===== config.mk =====
export PLATFORM = sky130hd
export DESIGN_NAME = seqgen
export DESIGN_NICKNAME = d
export VERILOG_FILES = /design/src/rtl/seqgen_pkg.sv /design/src/rtl/seqgen_shreg.sv /design/src/rtl/seqgen.sv
export SDC_FILE = /design/constraint.sdc
export NUM_CORES = 1
export LEC_CHECK = 0
export BUFFER_PORTS_ARGS = -buffer_cell sky130_fd_sc_hd__buf_2
export CAP_MARGIN = 20
export CORE_ASPECT_RATIO = 1.4
export CORE_UTILIZATION = 44
export CTS_BUF_LIST = sky130_fd_sc_hd__clkbuf_8
export CTS_CLUSTER_DIAMETER = 80
export CTS_CLUSTER_SIZE = 20
export DETAILED_ROUTE_END_ITERATION = 10
export PLACE_DENSITY_LB_ADDON = 0.08
export SLEW_MARGIN = 10
export SYNTH_ARGS = -nofsm -noshare
export SYNTH_HDL_FRONTEND = slang
export SYNTH_SLANG_ARGS = --single-unit

===== constraint.sdc =====
create_clock -name clk -period 3 [get_ports clk]
set_input_delay 0.6 -clock clk [delete_from_list [all_inputs] [get_ports clk]]
set_output_delay 0.6 -clock clk [all_outputs]
set_load 0.05 [all_outputs]

===== src/rtl/seqgen_pkg.sv =====
// Shared definitions for the seqgen serial pattern transmitter.
package seqgen_pkg;

  localparam int unsigned StateW  = 3;
  localparam int unsigned DefPatW = 5;
  localparam int unsigned DefCntW = 4;
  localparam int unsigned DefGapW = 3;

  typedef enum logic [StateW-1:0] {
    StIdle   = 3'd0,
    StSend   = 3'd1,
    StParity = 3'd2,
    StGap    = 3'd3,
    StDone   = 3'd4
  } state_e;

endpackage


===== src/rtl/seqgen_shreg.sv =====
// Loadable MSB-first shift register with a shadow copy for frame reloads and a bit counter.
module seqgen_shreg #(
  parameter int unsigned PAT_W = 5
) (
  input  logic             clk,
  input  logic             rst,
  input  logic             load,
  input  logic [PAT_W-1:0] pattern,
  input  logic             reload,
  input  logic             shift,
  output logic             msb_next,
  output logic             last
);

  localparam int unsigned BcW = $clog2(PAT_W);

  logic [PAT_W-1:0] shadow_q, shadow_d;
  logic [PAT_W-1:0] shift_q, shift_d;
  logic [BcW-1:0]   bitcnt_q, bitcnt_d;

  always_comb begin
    shadow_d = shadow_q;
    shift_d  = shift_q;
    bitcnt_d = bitcnt_q;
    if (load) begin
      shadow_d = pattern;
      shift_d  = pattern;
      bitcnt_d = '0;
    end else if (reload) begin
      shift_d  = shadow_q;
      bitcnt_d = '0;
    end else if (shift) begin
      shift_d  = {shift_q[PAT_W-2:0], 1'b0};
      bitcnt_d = bitcnt_q + BcW'(1);
    end
  end

  always_ff @(posedge clk) begin
    if (rst) begin
      shadow_q <= '0;
      shift_q  <= '0;
      bitcnt_q <= '0;
    end else begin
      shadow_q <= shadow_d;
      shift_q  <= shift_d;
      bitcnt_q <= bitcnt_d;
    end
  end

  // Lets the parent register the bit that will be on the line next cycle.
  assign msb_next = shift_d[PAT_W-1];
  assign last     = (bitcnt_q == BcW'(PAT_W - 1));

endmodule


===== src/rtl/seqgen.sv =====
// Serial pattern transmitter: sends a captured pattern MSB-first for N frames with optional gaps.
// Define SEQGEN_PARITY_EN to append an even-parity bit to every frame.
module seqgen
  import seqgen_pkg::*;
#(
  parameter int unsigned PAT_W = DefPatW,
  parameter int unsigned CNT_W = DefCntW,
  parameter int unsigned GAP_W = DefGapW
) (
  input  logic              clk,
  input  logic              rst,
  input  logic              start,
  input  logic [PAT_W-1:0]  pattern,
  input  logic [CNT_W-1:0]  repeat_n,
  input  logic [GAP_W-1:0]  gap,
  input  logic              stop,
  output logic              out,
  output logic              out_valid,
  output logic              busy,
  output logic              done,
  output logic [StateW-1:0] state
);

  state_e           state_q, state_d;
  logic [CNT_W-1:0] frames_q, frames_d;
  logic [GAP_W-1:0] gap_q, gap_d;
  logic [GAP_W-1:0] gapcnt_q, gapcnt_d;
  logic             out_q, out_d;
  logic             valid_q, valid_d;
  logic             busy_q, busy_d;
  logic             done_q, done_d;
  logic             load, reload, shift, frame_end;
  logic             msb_next, last;
`ifdef SEQGEN_PARITY_EN
  logic             parity_q, parity_d;
`endif

  seqgen_shreg #(
    .PAT_W(PAT_W)
  ) u_shreg (
    .clk      (clk),
    .rst      (rst),
    .load     (load),
    .pattern  (pattern),
    .reload   (reload),
    .shift    (shift),
    .msb_next (msb_next),
    .last     (last)
  );

  always_comb begin
    state_d   = state_q;
    frames_d  = frames_q;
    gap_d     = gap_q;
    gapcnt_d  = gapcnt_q;
    load      = 1'b0;
    reload    = 1'b0;
    shift     = 1'b0;
    frame_end = 1'b0;
`ifdef SEQGEN_PARITY_EN
    parity_d  = parity_q;
`endif
    unique case (state_q)
      StIdle: begin
        if (start) begin
          load     = 1'b1;
          frames_d = (repeat_n == '0) ? CNT_W'(1) : repeat_n;
          gap_d    = gap;
          state_d  = StSend;
`ifdef SEQGEN_PARITY_EN
          parity_d = ^pattern;
`endif
        end
      end
      StSend: begin
        if (stop) begin
          state_d = StDone;
        end else if (last) begin
`ifdef SEQGEN_PARITY_EN
          state_d = StParity;
`else
          frame_end = 1'b1;
`endif
        end else begin
          shift = 1'b1;
        end
      end
`ifdef SEQGEN_PARITY_EN
      StParity: begin
        if (stop) state_d = StDone;
        else      frame_end = 1'b1;
      end
`endif
      StGap: begin
        if (stop) begin
          state_d = StDone;
        end else if (gapcnt_q <= GAP_W'(1)) begin
          reload  = 1'b1;
          state_d = StSend;
        end else begin
          gapcnt_d = gapcnt_q - GAP_W'(1);
        end
      end
      StDone:  state_d = StIdle;
      default: state_d = StIdle;
    endcase

    // frames_q is never decremented on the final frame, so it cannot underflow.
    if (frame_end) begin
      if (frames_q > CNT_W'(1)) begin
        frames_d = frames_q - CNT_W'(1);
        if (gap_q != '0) begin
          state_d  = StGap;
          gapcnt_d = gap_q;
        end else begin
          reload  = 1'b1;
          state_d = StSend;
        end
      end else begin
        state_d = StDone;
      end
    end
  end

  // Outputs are registered from the next state so they line up with state_q.
  always_comb begin
    out_d   = 1'b0;
    valid_d = 1'b0;
    if (state_d == StSend) begin
      out_d   = msb_next;
      valid_d = 1'b1;
    end
`ifdef SEQGEN_PARITY_EN
    if (state_d == StParity) begin
      out_d   = parity_d;
      valid_d = 1'b1;
    end
`endif
    busy_d = (state_d != StIdle);
    done_d = (state_d == StDone);
  end

  always_ff @(posedge clk) begin
    if (rst) begin
      state_q  <= StIdle;
      frames_q <= '0;
      gap_q    <= '0;
      gapcnt_q <= '0;
      out_q    <= 1'b0;
      valid_q  <= 1'b0;
      busy_q   <= 1'b0;
      done_q   <= 1'b0;
`ifdef SEQGEN_PARITY_EN
      parity_q <= 1'b0;
`endif
    end else begin
      state_q  <= state_d;
      frames_q <= frames_d;
      gap_q    <= gap_d;
      gapcnt_q <= gapcnt_d;
      out_q    <= out_d;
      valid_q  <= valid_d;
      busy_q   <= busy_d;
      done_q   <= done_d;
`ifdef SEQGEN_PARITY_EN
      parity_q <= parity_d;
`endif
    end
  end

  assign out       = out_q;
  assign out_valid = valid_q;
  assign busy      = busy_q;
  assign done      = done_q;
  assign state     = state_q;

endmodule


Yosys cells after proc, flatten, opt, wreduce, memory -nomap -nowiden

Cells that the tools add are included.

Register bits: 30
Input bits: 16
Output and inout bits: 7
Logic and storage cells: 68

Add/subtract/negate cells: 3
Order comparisons: 2
Eq/ne operators: 5
Mux-type cells: 37
Bitwise gates (word level): 1
Reductions and logical operators: 8

Operator list:

| cell                | count |
|---|---|
| $mux 3              | 12 |
| $mux 4              | 5 |
| $mux 1              | 15 |
| $mux 5              | 3 |
| $pmux 3 s3          | 1 |
| $reduce_bool 3->1   | 3 |
| $eq 3x1->1 const B  | 2 |
| $eq 3x3->1 const B  | 2 |
| $gt 4x1->1 const B  | 1 |
| $logic_not 4->1     | 1 |
| $sub 4x1->4 const B | 1 |
| $add 3x1->3 const B | 1 |
| $eq 3x2->1 const B  | 1 |
| $le 3x1->1 const B  | 1 |
| $logic_not 3->1     | 1 |
| $reduce_or 3->1     | 1 |
| $sub 3x1->3 const B | 1 |
| $mux 2              | 1 |
| $reduce_and 2->1    | 1 |
| $reduce_or 2->1     | 1 |
| $not 1->1           | 1 |

Logic depth before layout (Yosys ltp)

Depth in word-level cells: 9
Gate-level depth with buffers: 8
Mapped depth without buffers: 7

Hierarchy

A second synthesis with hierarchy kept.

Cell total of the unflattened synthesis: 174
Area, all modules: 1562.7 sq um

Modules (own cells, without submodules):

| module       | times used | cells each | area each (sq um) | seq. area each (sq um) |
|---|---|---|---|---|
| seqgen       | 1          | 104        | 943.4             | 340.3 |
| seqgen_shreg | 1          | 70         | 619.3             | 260.2 |

Least setup slack after synthesis

Ideal clock, no wire load.

Kind: register to register
From: reg state_q[0] (netlist: state[0])
To: reg busy_q (netlist: busy)
Library setup time: 120 ps
Arrival time: 2075 ps
Required time: 2880 ps
Setup slack: 805 ps
Cell stages (with the launch flop): 5
Buffers on the path: 0
Clock period less this slack: 2195 ps
Cells stage by stage: dfxtp_1 > or4b_4 > or2_1 > o41a_1 > or2_1

Word-level cells in the longest chain between the ends: 5
Elaborated cells between the ends (all ways): 11
Those cells by class: 2 x eq/ne; 7 x mux; 2 x reduce/logical

RTL lines:

| what                   | line          | text |
|---|---|---|
| from (decl)            | seqgen.sv:24  | `state_e state_q, state_d;` |
| from (signal assigned) | seqgen.sv:145 | `state_q <= StIdle;` |
| from (signal assigned) | seqgen.sv:157 | `state_q <= state_d;` |
| $mux 3                 | seqgen.sv:97  | `end else if (gapcnt_q <= GAP_W'(1)) begin` |
| $mux 3                 | seqgen.sv:95  | `if (stop) begin` |
| $pmux 3 s3             | seqgen.sv:63  | `unique case (state_q)` |
| $mux 3 *               | seqgen.sv:109 | `if (frame_end) begin` |
| $reduce_bool 3->1 *    | seqgen.sv:139 | `busy_d = (state_d != StIdle);` |
| to (signal assigned)   | seqgen.sv:163 | `busy_q <= busy_d;` |
| to (decl)              | seqgen.sv:30  | `logic busy_q, busy_d;` |

Mark *: on every way between the ends. The rest lies on a longest branch, timed or not.
A chain may end at the register's enable or synchronous reset.

Final worst setup path

From: reg frames_q[0]
To: reg gapcnt_q[1]

Word-level cells in the longest chain between the ends: 3

RTL lines:

| what                   | line          | text |
|---|---|---|
| from (decl)            | seqgen.sv:25  | `logic [CNT_W-1:0] frames_q, frames_d;` |
| from (signal assigned) | seqgen.sv:158 | `frames_q <= frames_d;` |
| $gt 4x1->1             | seqgen.sv:110 | `if (frames_q > CNT_W'(1)) begin` |
| $mux 3                 | seqgen.sv:110 |  |
| $mux 3                 | seqgen.sv:109 |  |
| to (signal assigned)   | seqgen.sv:160 | `gapcnt_q <= gapcnt_d;` |
| to (decl)              | seqgen.sv:27  | `logic [GAP_W-1:0] gapcnt_q, gapcnt_d;` |

Every way passes these cells.

==> impl_metrics.toml <==
[floorplanning]
initial_core_util_pct = 47.7
core_area_mm2 = 0.00294
row_count = 23
ios = 23
die_h_um = 68.7
fp.dieArea_mm2 = 0.00341
die_x_um = 49.7

[power]
p_leak_nw = 0.631
powerDensity_mw_per_mm2 = 525
power_w = 0.000860
ir_worst_vdd_v = 0.000315

[status]
status = "finished, final reports clean"

[cells_and_area]
design_area_mm2 = 0.00164
drive_above_1_share_pct = 20.5
final_nets = 208
final_common_cell = "dfxtp_1"
diodes = 0
final_cell_mix = "dfxtp_1 (30), nand2_1 (26), buf_2 (22)"
synthToLayoutAreaGrowth_pct = 17.1

[synth]
synth_area_leader_cell = "dfxtp_1"
synthArstFlopShare_pct = 0
synth_enable_flop_cells = 0
synthCells = 161
synth_nets = 183
ys_seq_area_share_pct = 42.9
syn-cell-area_mm2 = 0.00140
netlist_top_cells_area = "dfxtp_1 (43%), nand2_1 (7.0%), a21oi_1 (5.4%), ha_1 (5.4%), mux2i_1 (3.6%)"
synth_flop_cell = "dfxtp_1"
yosysWarnings = 0
synth.avg_cell_area_um2 = 8.70
synth_top_area_share_pct = 42.9
synth_seq_cells = 30
yosysUniqueCellTypes = 39

[clocking]
htreeDepth = 2
insertion_delay_ps = 290
cts_max_path_buffers = 2
clk_pin_slew_ps = 60
cts-root-buf = "clkbuf_8"
numCtsBuffers = 5
cts_setup_buffers = 0
ctsResizeCount = 0
clock-sinks = 30
cts_tree = "yes"
ctsHoldBuffers = 0

[min_path]
hold_path_class = "reg -> reg"
whs_path_depth = 2
hp-start = "u_shreg.shadow_q[3]"

[global_route]
grt_pass1_wl_um = 5420
grt_pass1_vias = 1272
groute.usage.overall_pct = 21.6
grt_max_degree = 26
gr-total-overflow = 0
antenna_found_initial = 0

[sta]
rsz0062_at_grt = "no"
layout_min_cycle_time_ps = 2320
clock_skew_ps = 10.4
report.final.slew_viol_count = 0
max_slew_margin_pct = 58.9
tns_ps = 0
hold_viol = 0
holdWs_ps = 454
setup_slack_ps = 679
tightest_slew_ps = 616
fmax_mhz = 431
setup_viol = 0
min_period_over_period_pct = 77.4

[critical_path]
crit_cells = 7
end_kind = "flip-flop"
r2r-start = "frames_q[0]"
critPathMaxFanout = 8
cp_top_family = "compound AO/OA/AOI/OAI gates"
worstPathArrival_ps = 2480
slowest_stage = "a211oi_2"
max_stage_delay_ps = 570
worstPathRequired_ps = 3160
reg2reg_depth = 7
startpoint_type = "flip-flop"
critPathKind = "reg -> reg"
path_buf_inv = 1
critPathLaunch = "frames_q[0]"
path_cells = "inv_1 -> ha_1 -> or2_2 -> a211oi_2 -> nor2b_1 -> a2bb2oi_1 -> nor2_1"

[placed_design]
gp_congestion = 0.854
dpl_cell_area_mm2 = 0.00156
io_buffers = 22
hpwl_um = 2220
place_ws_ps = 481

[route]
drtIter0Drc = 34
detail-route-antenna-nets = 0
via_per_inst = 5.45
wirelength_um = 3030
vias = 1209
drc_errors = 0
wl_per_cell_um = 13.7
dr.pass1.iters = 5

[flow_run]
maxCapViolCount = 0
-- layout make-up --
type                    instances  area (um^2)
flip-flops and latches         30          601
well taps                      37         46.3
fillers                       301         1300
clock buffers                   6         82.6
multi-input cells             114          739
repair buffers                 25          133
inverters                      10         37.5
-- final timing paths --
path                                       endpoint  slack (ps)
worst max-delay path                    gapcnt_q[1]         680
worst min-delay path            u_shreg.shadow_q[3]         450
worst max register to register          gapcnt_q[1]         680
worst min register to register  u_shreg.shadow_q[3]         450
-- cell usage after synthesis (2+ instances only) --
library cell,instances
a222oi_1,4
mux2i_1,5
o21ai_0,3
a2bb2oi_1,2
nand2_1,26
xnor2_1,2
a211oi_1,2
a31oi_1,4
a21oi_1,15
nor2b_1,2
or2_1,2
dfxtp_1,30
nor2_1,12
ha_1,6
or3_1,4
nor4b_1,2
inv_1,10
xor2_1,2
nor3_1,4
clkbuf_1,5
-- per-layer routing --
layer	up-vias	global-route usage (%)	share of wire [%]
met5	-	0	0
met4	0	13.2	2.9
met3	10	5.92	5.0
met2	31	38.2	52
met1	553	22.9	40
li1	615	-	-
-- worst register-to-register path: stages (launching register included) --
cell       delay, ps
dfxtp_1          400
inv_1             70
ha_1             230
or2_2            340
a211oi_2         570
nor2b_1          320
a2bb2oi_1        220
nor2_1            50
-- kinds of logic after synthesis --
family          count (synthesis)  synth area share (%)
fa+ha+maj                       6                  5.36
buf+inv                        17                  4.65
mux                             6                  4.38
xor+xnor                        4                  2.50
simple gates                   58                  19.9
flops                          30                  42.9
compound gates                 40                  20.3
-- sequential cells by signal, indices dropped and copies added (netlist names) --
register and count:
u_shreg.shadow_q 5, out 1, gap_q 3, u_shreg.shift_q 5, done 1, state 3
busy 1, out_valid 1, frames_q 4, gapcnt_q 3, u_shreg.bitcnt_q 3
-- power by group --
group	switching (W)	internal [W]	leakage, nW	total, W
logic	0.0000703	0.0000430	0.343	0.000113
clock network	0.000138	0.000176	0.0431	0.000314
registers	0.0000141	0.000419	0.245	0.000433
total	0.000222	0.000638	0.631	0.000860
-- metrics by stage --
stage,std cells,util [%]
3_5_place_dp,216,53.0
3_3_place_gp,216,53.0
6_report,222,55.8
5_1_grt,222,55.8
4_1_cts,222,55.8
2_1_floorplan,161,-
No activity file was read; power rests on OpenSTA's default activity.
